## src/rtl/sgdma_pkg.sv

```systemverilog
// ---------------------------------------------------------------------------
// sgdma_pkg
// Shared definitions for the SGDMA descriptor fetch block: FSM state
// encoding, descriptor word offsets, control-byte bit positions and the
// descriptor record presented to the transfer engine.
// ---------------------------------------------------------------------------
package sgdma_pkg;

    typedef enum logic [2:0] {
        S_IDLE,
        S_FETCH,
        S_DRAIN,
        S_CHECK,
        S_PRESENT,
        S_EXEC,
        S_WRITEBACK
    } sgdma_state_t;

    // Word offsets inside a 4-word descriptor
    localparam logic [1:0] OFF_SRC  = 2'd0;
    localparam logic [1:0] OFF_DST  = 2'd1;
    localparam logic [1:0] OFF_NEXT = 2'd2;
    localparam logic [1:0] OFF_CTRL = 2'd3;

    // Control byte bits
    localparam int CTRL_OWNED = 7;
    localparam int CTRL_EOC   = 6;

    typedef struct packed {
        logic [31:0] src;
        logic [31:0] dst;
        logic [7:0]  ctrl;
        logic [15:0] len;
    } sgdma_desc_t;

    // Status word written back: ownership returned to software, status from
    // the transfer engine, original length preserved.
    function automatic logic [31:0] wb_word(input logic [7:0]  ctrl,
                                            input logic [7:0]  status,
                                            input logic [15:0] len);
        return {ctrl & 8'h7F, status, len};
    endfunction

endpackage

```

## src/rtl/sgdma_rd_tracker.sv

```systemverilog
// ---------------------------------------------------------------------------
// sgdma_rd_tracker
// Follows in-flight descriptor reads through a READ_LATENCY-deep shift
// register so each returning word can be steered to the right field.
//
// Ports:
//   clk, reset_n      clock, async active-low reset
//   rd_issue          a read is on the bus this cycle
//   rd_idx            word index (0..3) of that read
//   cap_valid         avm_readdata carries a descriptor word this cycle
//   cap_idx           word index of the returning data
//   cap_last          the control word (last of four) is returning
// ---------------------------------------------------------------------------
module sgdma_rd_tracker
    import sgdma_pkg::*;
#(
    parameter int READ_LATENCY = 1
) (
    input  logic       clk,
    input  logic       reset_n,
    input  logic       rd_issue,
    input  logic [1:0] rd_idx,
    output logic       cap_valid,
    output logic [1:0] cap_idx,
    output logic       cap_last
);

    logic [READ_LATENCY-1:0] vld_sr;
    logic [1:0]              idx_sr [READ_LATENCY];

    always_ff @(posedge clk or negedge reset_n) begin
        if (!reset_n) begin
            vld_sr <= '0;
            for (int i = 0; i < READ_LATENCY; i++) begin
                idx_sr[i] <= 2'd0;
            end
        end else begin
            vld_sr[0] <= rd_issue;
            idx_sr[0] <= rd_idx;
            for (int i = 1; i < READ_LATENCY; i++) begin
                vld_sr[i] <= vld_sr[i-1];
                idx_sr[i] <= idx_sr[i-1];
            end
        end
    end

    assign cap_valid = vld_sr[READ_LATENCY-1];
    assign cap_idx   = idx_sr[READ_LATENCY-1];
    assign cap_last  = cap_valid && (cap_idx == OFF_CTRL);

endmodule

```

## src/rtl/sgdma_descriptor_fetch.sv

```systemverilog
// ---------------------------------------------------------------------------
// sgdma_descriptor_fetch
// Avalon-MM master that walks a linked chain of 4-word descriptors in the
// descriptor memory, hands each owned descriptor to the transfer engine,
// waits for completion, optionally writes status back, and follows the
// next pointer.
//
// Build option: SGDMA_DESC_WRITEBACK_EN
//   defined   - status word is written back after every transfer
//   undefined - no writeback; write port tied off, xfer_status unused
//
// Ports:
//   clk, reset_n                      clock, async active-low reset
//   start, start_ptr, abort           chain control from the CPU
//   busy, chain_done                  chain status
//   avm_address/read/write/byteenable/writedata, avm_readdata
//                                     descriptor memory master port
//   desc_valid, desc_ready, desc_src/dst/len/ctrl
//                                     descriptor handshake to datapath
//   xfer_done, xfer_status            transfer completion from datapath
//
// state     | meaning
// ----------+-----------------------------------------------------------
// IDLE      | no chain active
// FETCH     | issuing reads of words p..p+3
// DRAIN     | waiting for the last read word to return
// CHECK     | decide on ownership / abort
// PRESENT   | desc_valid high, waiting for desc_ready
// EXEC      | transfer in progress, waiting for xfer_done
// WRITEBACK | single write of status word at p+3
// ---------------------------------------------------------------------------
module sgdma_descriptor_fetch
    import sgdma_pkg::*;
#(
    parameter int READ_LATENCY = 1,
    parameter int ADDR_W       = 10
) (
    input  logic              clk,
    input  logic              reset_n,
    input  logic              start,
    input  logic [ADDR_W-1:0] start_ptr,
    input  logic              abort,
    output logic              busy,
    output logic              chain_done,
    output logic [ADDR_W-1:0] avm_address,
    output logic              avm_read,
    output logic              avm_write,
    output logic [3:0]        avm_byteenable,
    output logic [31:0]       avm_writedata,
    input  logic [31:0]       avm_readdata,
    output logic              desc_valid,
    input  logic              desc_ready,
    output logic [31:0]       desc_src,
    output logic [31:0]       desc_dst,
    output logic [15:0]       desc_len,
    output logic [7:0]        desc_ctrl,
    input  logic              xfer_done,
    input  logic [7:0]        xfer_status
);

    sgdma_state_t      state;
    sgdma_desc_t       desc;
    logic [ADDR_W-1:0] cur_ptr;
    logic [ADDR_W-1:0] next_ptr;
    logic [1:0]        rd_cnt;

    logic              cap_valid;
    logic [1:0]        cap_idx;
    logic              cap_last;

    sgdma_rd_tracker #(
        .READ_LATENCY (READ_LATENCY)
    ) u_rd_tracker (
        .clk       (clk),
        .reset_n   (reset_n),
        .rd_issue  (avm_read),
        .rd_idx    (rd_cnt),
        .cap_valid (cap_valid),
        .cap_idx   (cap_idx),
        .cap_last  (cap_last)
    );

    assign desc_src  = desc.src;
    assign desc_dst  = desc.dst;
    assign desc_len  = desc.len;
    assign desc_ctrl = desc.ctrl;

`ifndef SGDMA_DESC_WRITEBACK_EN
    assign avm_write      = 1'b0;
    assign avm_byteenable = 4'h0;
    assign avm_writedata  = 32'h0;

    logic unused_status;
    assign unused_status = ^xfer_status;
`endif

    always_ff @(posedge clk or negedge reset_n) begin
        if (!reset_n) begin
            state       <= S_IDLE;
            desc        <= '0;
            cur_ptr     <= '0;
            next_ptr    <= '0;
            rd_cnt      <= 2'd0;
            busy        <= 1'b0;
            chain_done  <= 1'b0;
            avm_address <= '0;
            avm_read    <= 1'b0;
            desc_valid  <= 1'b0;
`ifdef SGDMA_DESC_WRITEBACK_EN
            avm_write      <= 1'b0;
            avm_byteenable <= 4'h0;
            avm_writedata  <= 32'h0;
`endif
        end else begin
            chain_done <= 1'b0;

            // Returning words are steered by the tag that travelled with the read
            if (cap_valid) begin
                case (cap_idx)
                    OFF_SRC:  desc.src <= avm_readdata;
                    OFF_DST:  desc.dst <= avm_readdata;
                    OFF_NEXT: next_ptr <= avm_readdata[ADDR_W-1:0];
                    default: begin
                        desc.ctrl <= avm_readdata[31:24];
                        desc.len  <= avm_readdata[15:0];
                    end
                endcase
            end

            case (state)
                S_IDLE: begin
                    if (start) begin
                        busy        <= 1'b1;
                        cur_ptr     <= start_ptr;
                        avm_address <= start_ptr;
                        avm_read    <= 1'b1;
                        rd_cnt      <= 2'd0;
                        state       <= S_FETCH;
                    end
                end

                S_FETCH: begin
                    if (rd_cnt == OFF_CTRL) begin
                        avm_read <= 1'b0;
                        state    <= S_DRAIN;
                    end else begin
                        rd_cnt      <= rd_cnt + 2'd1;
                        avm_address <= avm_address + ADDR_W'(1);
                    end
                end

                S_DRAIN: begin
                    if (cap_last) begin
                        state <= S_CHECK;
                    end
                end

                S_CHECK: begin
                    if (!desc.ctrl[CTRL_OWNED] || abort) begin
                        busy       <= 1'b0;
                        chain_done <= 1'b1;
                        state      <= S_IDLE;
                    end else begin
                        desc_valid <= 1'b1;
                        state      <= S_PRESENT;
                    end
                end

                S_PRESENT: begin
                    if (desc_ready) begin
                        desc_valid <= 1'b0;
                        state      <= S_EXEC;
                    end
                end

                S_EXEC: begin
                    if (xfer_done) begin
`ifdef SGDMA_DESC_WRITEBACK_EN
                        avm_write      <= 1'b1;
                        avm_byteenable <= 4'hF;
                        avm_address    <= cur_ptr + ADDR_W'(OFF_CTRL);
                        avm_writedata  <= wb_word(desc.ctrl, xfer_status, desc.len);
                        state          <= S_WRITEBACK;
`else
                        if (desc.ctrl[CTRL_EOC] || abort) begin
                            busy       <= 1'b0;
                            chain_done <= 1'b1;
                            state      <= S_IDLE;
                        end else begin
                            cur_ptr     <= next_ptr;
                            avm_address <= next_ptr;
                            avm_read    <= 1'b1;
                            rd_cnt      <= 2'd0;
                            state       <= S_FETCH;
                        end
`endif
                    end
                end

`ifdef SGDMA_DESC_WRITEBACK_EN
                S_WRITEBACK: begin
                    avm_write      <= 1'b0;
                    avm_byteenable <= 4'h0;
                    if (desc.ctrl[CTRL_EOC] || abort) begin
                        busy       <= 1'b0;
                        chain_done <= 1'b1;
                        state      <= S_IDLE;
                    end else begin
                        cur_ptr     <= next_ptr;
                        avm_address <= next_ptr;
                        avm_read    <= 1'b1;
                        rd_cnt      <= 2'd0;
                        state       <= S_FETCH;
                    end
                end
`endif

                default: state <= S_IDLE;
            endcase
        end
    end

endmodule

```

## config.mk

```make
export PLATFORM = sky130hd
export DESIGN_NAME = sgdma_descriptor_fetch
export DESIGN_NICKNAME = d
export VERILOG_FILES = /design/src/rtl/sgdma_pkg.sv /design/src/rtl/sgdma_rd_tracker.sv /design/src/rtl/sgdma_descriptor_fetch.sv
export SDC_FILE = /design/constraint.sdc
export NUM_CORES = 1
export LEC_CHECK = 0
export ABC_AREA = 1
export CAP_MARGIN = 5
export CORE_UTILIZATION = 44
export DETAILED_ROUTE_END_ITERATION = 7
export PLACE_DENSITY = 0.8
export SLEW_MARGIN = 20
export SYNTH_ARGS = -nofsm -noshare
export SYNTH_HDL_FRONTEND = slang
export SYNTH_SLANG_ARGS = --single-unit
```

## constraint.sdc

```tcl
create_clock -name clk -period 1.9 [get_ports clk]
set_clock_uncertainty 0.05 [all_clocks]
set_input_delay 0.57 -clock clk [delete_from_list [all_inputs] [get_ports clk]]
set_output_delay 0.57 -clock clk [all_outputs]
set_load 0.01 [all_outputs]
```

==> impl_metrics.ini, run 1 <==
[logic_synthesis]
netlist_area_sq_um = 5200
synth.area.top_cells = dfrtp_1 (58%), nand2_1 (13%), o21ai_0 (10%)
ys_seq_area_frac = 0.5775
async_reset_ff_frac = 1.000
avgSynthCellArea_sq_um = 8.739
synthTopCellsByCount = nand2_1 (180), dfrtp_1 (120), o21ai_0 (105), inv_1 (54), buf_4 (41)
synth_cell_types = 24
synth_edf_count = 0
ys_ff_latch = 120
yosys.area.top_type_share = 0.5775
synth_top_flop_cell = dfrtp_1
yosys.area.top_type = dfrtp_1
syn_inst = 595
yosys_warnings = 0
post-synth-top-count-cell = nand2_1

[clock_tree]
hold_buffers = 0
clk_pin_slew_ns = 0.06
cts_buffers = 17
htree_levels = 4
cts_buffer_depth = 2
cts_tree = yes
cts_root_buffer = clkbuf_16
worst_skew_pair.late_latency_ns = 0.40
cts_sinks = 120

[setup_path]
critical-path-top-delay-family = flip-flops
start_kind = flop
path_buf_inv = 1
required_ns = 1.28
reg2reg_slack_ns = 0.21
path_class = flop to output port
max_stage_delay_ns = 0.42
crit_path_max_fanout = 3
crit_chain = dlygate4sd2_1
critPathSlowestCell = dfrtp_1
cp-end-kind = output port
arrival_ns = 1.12

[power]
vdd_drop_max_mv = 1.060
p_per_area_nw_per_um2 = 1897
finalPower_mw = 13.98
leakage_nw = 3.844

[routing]
drt_iter0_drc = 310
via_per_inst = 4.886
dr_total_vias = 4461
drc_errors = 0
totalWireLength_mm = 13.29
dr.pass1.iters = 4
ant_nets = 0
wire_per_inst_microns = 14.55

[place]
pre_cts_ws_ns = -0.1729
dp_hpwl_mm = 9.047
post-place-cells = 874
gp_congestion = 0.8778
portBuffers = 149

[sta]
finalWorstSetupSlack_ns = 0.1589
min_period_ns = 1.741
final_max_slew_viol_count = 0
relSlewSlack = 0.5901
timing.final.crit_share = 0.9164
worstMarginPinSlew_ns = 0.6131
finalSetupViolCount = 0
hold_violations = 0
fmax_mhz = 574.3
grt_setup_unrepaired = false
worst_hold_slack_ns = 0.1337

[grt]
grt_max_degree = 83
track_usage = 0.2264
antenna_found_initial = 0
grt_first_pass_wirelength_mm = 21.89
grt_pass1_vias = 4474
overflow = 0

[job]
drv_cap = 0

[die]
io_pins = 195
fp.dieW_microns = 110.7
core_area_sq_um = 11470
initial_core_util = 0.4535
rows = 39
die_area_sq_um = 12260
die_y_microns = 110.7

[cells_and_area]
diodes = 0
area_growth_pct = 41.70
fin_nets = 815
final_cells = 913
fillers = 942
drive_gt1_frac = 0.08182

[min_path]
hold_class = primary input to asynchronous set/reset pin

[status]
status = complete, no violations
layout by cell type (no fill, tap or decap), types with 2 or more instances in the layout:
cell type        instances
nand2_1                178
clkdlybuf4s50_1         46
a21oi_1                  7
clkinv_4                 2
clkbuf_16               17
conb_1                  37
nand3_2                  2
o21ai_1                  6
or2_2                    2
inv_1                   54
buf_4                   18
o21ai_0                105
nand4_1                  7
clkbuf_8                 3
dlygate4sd2_1          101
buf_12                   3
o21bai_1                 2
nor2_1                  21
dfrtp_1                120
ha_1                     2
clkinvlp_4               2
nand3_1                 18
nor2_2                   2
bufinv_16                6
nand2_2                  2
through the flow:
stage	TNS (ns)	instance area, sq um	utilization
after floorplan	0	5335	-
after global routing	0	7368	0.6426
after global placement	-0.7815	6751	0.5888
final	0	7368	0.6426
after detailed placement	-1.330	6751	0.5888
after CTS	0	7366	0.6423
state kept, by name, indices dropped and copies added (netlist names):
signal and count:
busy 1, u_rd_tracker.cap_valid 1, desc_dst 32, chain_done 1, u_rd_tracker.cap_idx 2, next_ptr 10, desc_valid 1, desc_src 32
avm_address 10, state 3, avm_read 1, rd_cnt 2, desc_ctrl 8, desc_len 16
kinds of logic (layout without fill, tap and decap cells):
kind of cell    after synthesis  in the layout  synth area share
compound gates              120            120            0.1165
fa+ha+maj                     2              2          0.004812
buf+inv                     118            257            0.1177
flops                       120            120            0.5775
other cells                   1             37         0.0007212
simple gates                234            234            0.1829
area by class of cell:
cell class              count  area [sq um]  area share
clock buffers              21         470.5     0.06385
clock inverters            11         217.7     0.02955
inverters                  56         215.2     0.02921
multi-input cells         393          1730      0.2348
flip-flops and latches    120          3003      0.4075
well taps                 143         178.9     0.02428
repair buffers            169          1553      0.2107
path summary, 6_finish.rpt:
path,startpoint,cells after the start,to
min reg2reg,avm_read,0,u_rd_tracker.cap_valid
max,avm_read,1,avm_read
max in group asynchronous,reset_n,2,desc_dst[4]
max reg2reg,state[0],8,avm_address[5]
min in group clk,avm_read,0,u_rd_tracker.cap_valid
min,reset_n,2,state[2]
per-layer routing:
layer | up-vias | global-route usage | share of wire
met1 | 2100 | 0.2740 | 0.42
met3 | 14 | 0.09349 | 0.095
li1 | 2137 | - | -
met2 | 210 | 0.3631 | 0.47
met5 | - | 0 | 0
met4 | 0 | 0.08178 | 0.011
report_power, final:
part | switching, mW | leakage (nW) | internal [mW]
clock network | 1.12 | 0.329 | 2.57
registers | 0.792 | 1.46 | 3.85
logic | 3.30 | 2.06 | 2.34
total | 5.22 | 3.84 | 8.76
worst reg2reg max path: cells and delay by family (launching register included):
kind                   cells  cell delay, ns
DFF                        1            0.54
buffers and inverters      3            0.49
and+or+nand+nor            3            0.26
AOI/OAI and AO/OA          2            0.26
what timing repair did:
item                       4_1_cts  5_1_grt
gates cloned                     0        0
setup buffers                    7        0
resized for setup              101        1
hold endpoints to repair         0        0
setup endpoints to repair      101        1
No activity file was read; power rests on OpenSTA's default activity.
==> run 2, diff against run 1 <==
SETUP_SLACK_MARGIN = 0.1   (was not set)
==> run 2 against run 1 <==
Effect of this change:
- setup slack lost 0.0086 ns
- clock power is essentially flat
- sequential power is essentially flat
- critical endpoint unchanged
==> impl_metrics.ini, run 2 (synthesized netlist as in run 1, its figures left out) <==
[status]
status = complete, no violations

[routing]
dr.pass1.iters = 4
dr_total_vias = 4440
drt_iter0_drc = 317
ant_nets = 0
drc_errors = 0
via_per_inst = 4.858
totalWireLength_mm = 13.29
wire_per_inst_microns = 14.54

[cells_and_area]
finalInstanceArea_sq_um = 7383
drive_gt1_frac = 0.08820
layout_commonest_cell = nand2_1
diodes = 0
fin_nets = 816
mostFrequentLayoutCells = nand2_1 (177), dfrtp_1 (119), o21ai_0 (105)
area_growth_pct = 41.99

[die]
core_area_sq_um = 11470
io_pins = 195
die_y_microns = 110.7
die_area_sq_um = 12260
rows = 39
initial_core_util = 0.4535
fp.dieW_microns = 110.7

[sta]
hold_violations = 0
finalSetupViolCount = 0
worstMarginPinSlew_ns = 0.6155
grt_setup_unrepaired = false
fmax_mhz = 571.5
timing.final.crit_share = 0.9209
finalWorstSetupSlack_ns = 0.1502
tns_ns = 0
worst_hold_slack_ns = 0.1420
final_max_slew_viol_count = 0
relSlewSlack = 0.5885
min_period_ns = 1.750

[grt]
overflow = 0
track_usage = 0.2265
antenna_found_initial = 0
grt_first_pass_wirelength_mm = 21.91
grt_max_degree = 83
grt_pass1_vias = 4477

[clock_tree]
hold_buffers = 0
cts_sinks = 120
htree_levels = 4
worst_skew_pair.late_latency_ns = 0.40
cts_root_buffer = clkbuf_16
cts_tree = yes
cts_buffer_depth = 2
cts_buffers = 17
clk_pin_slew_ns = 0.06

[setup_path]
cp-end-kind = output port
required_ns = 1.28
start_kind = flop
critical-path-top-delay-family = flip-flops
crit_path_max_fanout = 3
max_stage_delay_ns = 0.42
arrival_ns = 1.13
crit_chain = dlygate4sd2_1
path_class = flop to output port
reg2reg_slack_ns = 0.21
critPathSlowestCell = dfrtp_1
path_buf_inv = 1

[place]
pre_cts_ws_ns = -0.1729
placed_area_sq_um = 6751
dp_hpwl_mm = 9.047
gp_congestion = 0.8778
portBuffers = 149

[power]
vdd_drop_max_mv = 1.062
finalPower_mw = 14.03
leakage_nw = 3.825
p_per_area_nw_per_um2 = 1901

[job]
drv_cap = 0

[min_path]
hold_class = primary input to asynchronous set/reset pin
## run 2: cell types whose count changed in the layout (fill, tap and decap cells not counted)
cell / before / now
dlygate4sd2_1: 101 / 102
dlymetal6s2s_1: 1 / 0
dfrtp_2: 0 / 1
nand2_2: 2 / 3
inv_1: 54 / 53
a21oi_2: 0 / 1
a21oi_1: 7 / 6
nand2_1: 178 / 177
clkinvlp_4: 2 / 4
dfrtp_1: 120 / 119
## run 2: what timing repair did
item                       in CTS  in global routing
setup buffers                   7                  0
gates resized for setup       102                  5
setup endpoints to repair     102                  9
cloned                          0                  1
## run 2: metal layers
| metal | global-route usage | vias up | wire [microns] |
|---|---|---|---|
| met5 | 0 | - | 0 |
| met4 | 0.08178 | 0 | 163 |
| met3 | 0.09349 | 16 | 1204 |
| met2 | 0.3636 | 196 | 6274 |
| met1 | 0.2740 | 2090 | 5644 |
| li1 | - | 2138 | - |
## run 2: worst paths after layout
| path | to | cells past startpoint | startpoint |
|---|---|---|---|
| min in group clk | u_rd_tracker.cap_idx[1] | 0 | rd_cnt[1] |
| max in group asynchronous | desc_dst[4] | 2 | reset_n |
| setup / recovery | avm_read | 1 | avm_read |
| hold reg to reg | u_rd_tracker.cap_idx[1] | 0 | rd_cnt[1] |
| setup reg to reg | state[0] | 7 | state[1] |
| hold / removal | state[2] | 2 | reset_n |
## run 2: where the power goes
group	internal, mW	switching (mW)
combinational	2.35	3.34
clock	2.57	1.12
sequential	3.86	0.792
## run 2: final cells by class
| type | count | area [sq um] |
|---|---|---|
| fill | 935 | 4084 |
| multi-input combinational | 393 | 1737 |
| timing repair inverter | 1 | 7.507 |
| tap | 143 | 178.9 |
| inverter | 56 | 219.0 |
| clock inverter | 11 | 217.7 |
| sequential | 120 | 3004 |
| timing repair buffer | 169 | 1549 |
| clock buffer | 21 | 470.5 |
## run 2: stage by stage
step	util	std cells
final	0.6439	914
after floorplan	-	631
after detailed placement	0.5888	874
after global placement	0.5888	874
after global routing	0.6439	914
after CTS	0.6422	913
==> run 3, diff against run 2 <==
CORE_MARGIN = 4   (was not set)
==> run 3 against run 2 <==
Effect of this change:
- setup slack worse by 0.016 ns
- clock power down 8.7%
- largest power group unchanged
- clock-buffer cell count down 1
- critical endpoint is now desc_ctrl[6]
- total power down 3.2%
- maximum frequency down 0.89%
- combinational power down 3%
- final cell count down 0.33%
- utilization down 1.1 points
- via count up 1.7%
- die area up 11%
- highest routed layer unchanged
- sequential power about the same
- wire length up 2.0%
==> impl_metrics.ini, run 3 (synthesized netlist as in run 1, its figures left out) <==
[routing]
dr.pass1.iters = 5
totalWireLength_mm = 13.56
dr_total_vias = 4516
wire_per_inst_microns = 14.88
ant_nets = 0
drt_iter0_drc = 361
via_per_inst = 4.957
drc_errors = 0

[cells_and_area]
drive_gt1_frac = 0.08073
regArea_sq_um = 3004
diodes = 0
mostFrequentLayoutCells = nand2_1 (178), dfrtp_1 (119), o21ai_0 (105)
postLayoutCoreUtil = 0.6329
fin_nets = 813
multi_input_area_sq_um = 1734
area_growth_pct = 40.16
layout_commonest_cell = nand2_1
final_cells = 911
fillers = 999

[grt]
antenna_found_initial = 0
track_usage = 0.2075
overflow = 0
grt_first_pass_wirelength_mm = 22.11
grt_max_degree = 82
grt_pass1_vias = 4601

[setup_path]
start_kind = flop
critical-path-top-delay-family = flip-flops
r2r-start = state[1]
path_buf_inv = 1
cp-end-kind = output port
path_class = flop to output port
max_stage_delay_ns = 0.43
startpoint = desc_ctrl[6]
crit_chain = dlygate4sd2_1
required_ns = 1.28
critPathSlowestCell = dfrtp_1
arrival_ns = 1.15
crit_path_max_fanout = 3

[sta]
finalWorstSetupSlack_ns = 0.1344
timing.final.crit_share = 0.9292
min_period_ns = 1.766
worstMarginPinSlew_ns = 0.6412
tns_ns = 0
fmax_mhz = 566.4
relSlewSlack = 0.5714
final_max_slew_viol_count = 0
hold_violations = 0
finalSetupViolCount = 0
grt_setup_unrepaired = false

[job]
drv_cap = 0

[clock_tree]
cts_buffer_depth = 2
cts_root_buffer = clkbuf_16
clk_pin_slew_ns = 0.05
cts_buffers = 17
cts_sinks = 120
htree_levels = 4
worst_skew_pair.late_latency_ns = 0.40
cts_tree = yes

[die]
die_area_sq_um = 13620
core_area_sq_um = 11520
io_pins = 195
die_y_microns = 116.7
initial_core_util = 0.4515
rows = 39
fp.dieW_microns = 116.7

[power]
p_per_area_nw_per_um2 = 1864
finalPower_mw = 13.59
vdd_drop_max_mv = 0.9272
leakage_nw = 3.787

[place]
post-place-cells = 874
gp_congestion = 0.9132
pre_cts_ws_ns = -0.1333
dp_hpwl_mm = 9.601
portBuffers = 149

[status]
status = complete, no violations

[min_path]
hold_class = primary input to asynchronous set/reset pin
-- run 3: cell count changes in the layout (fill, tap and decap cells not counted) --
cell,delta
clkbuf_1,+1
bufinv_16,-2
nand2_2,-1
nand2_1,+1
inv_1,+1
clkinvlp_4,-1
clkbuf_8,-2
buf_4,-2
clkinv_2,+2
-- run 3: area by class of cell --
| type | instances | area share |
|---|---|---|
| clock inverters | 12 | 0.02403 |
| multi-input cells | 393 | 0.2379 |
| flip-flops and latches | 120 | 0.4122 |
| clock buffers | 20 | 0.06129 |
| well taps | 143 | 0.02455 |
| repair buffers | 167 | 0.2105 |
| inverters | 56 | 0.02953 |
-- run 3: report_power, final --
| part | switching (mW) | internal (mW) |
|---|---|---|
| clock | 1.14 | 2.22 |
| combinational | 3.28 | 2.28 |
| sequential | 0.814 | 3.86 |
| total | 5.23 | 8.36 |
-- run 3: repair_timing --
item | CTS | global route
setup buffers | 4 | 1
hold buffers | 0 | 0
gates resized for setup | 102 | 2
setup endpoints to repair | 102 | 10
-- run 3: final timing paths --
path                                            to  slack, ns  depth (start not counted)
setup / recovery                      desc_ctrl[6]       0.13                          1
hold / removal                            avm_read       0.09                          2
setup reg to reg                          state[0]       0.26                          7
hold reg to reg            u_rd_tracker.cap_idx[1]       0.37                          0
max in group asynchronous             desc_ctrl[1]       1.30                          2
min in group clk           u_rd_tracker.cap_idx[1]       0.37                          0
-- run 3: stage by stage --
step | hold slack (ns) | area [sq um]
2_1_floorplan | 0.2244 | 5335
3_3_place_gp | 0.3547 | 6751
3_5_place_dp | 0.3525 | 6751
4_1_cts | 0.08462 | 7276
5_1_grt | 0.08894 | 7288
6_report | 0.08561 | 7288
-- run 3: per-layer routing --
metal	share of wire	vias to the layer above	global-route usage
li1	-	2137	-
met1	0.40	2171	0.2513
met2	0.49	197	0.3398
met3	0.10	11	0.08549
met4	0.0091	0	0.06422
met5	0	-	0
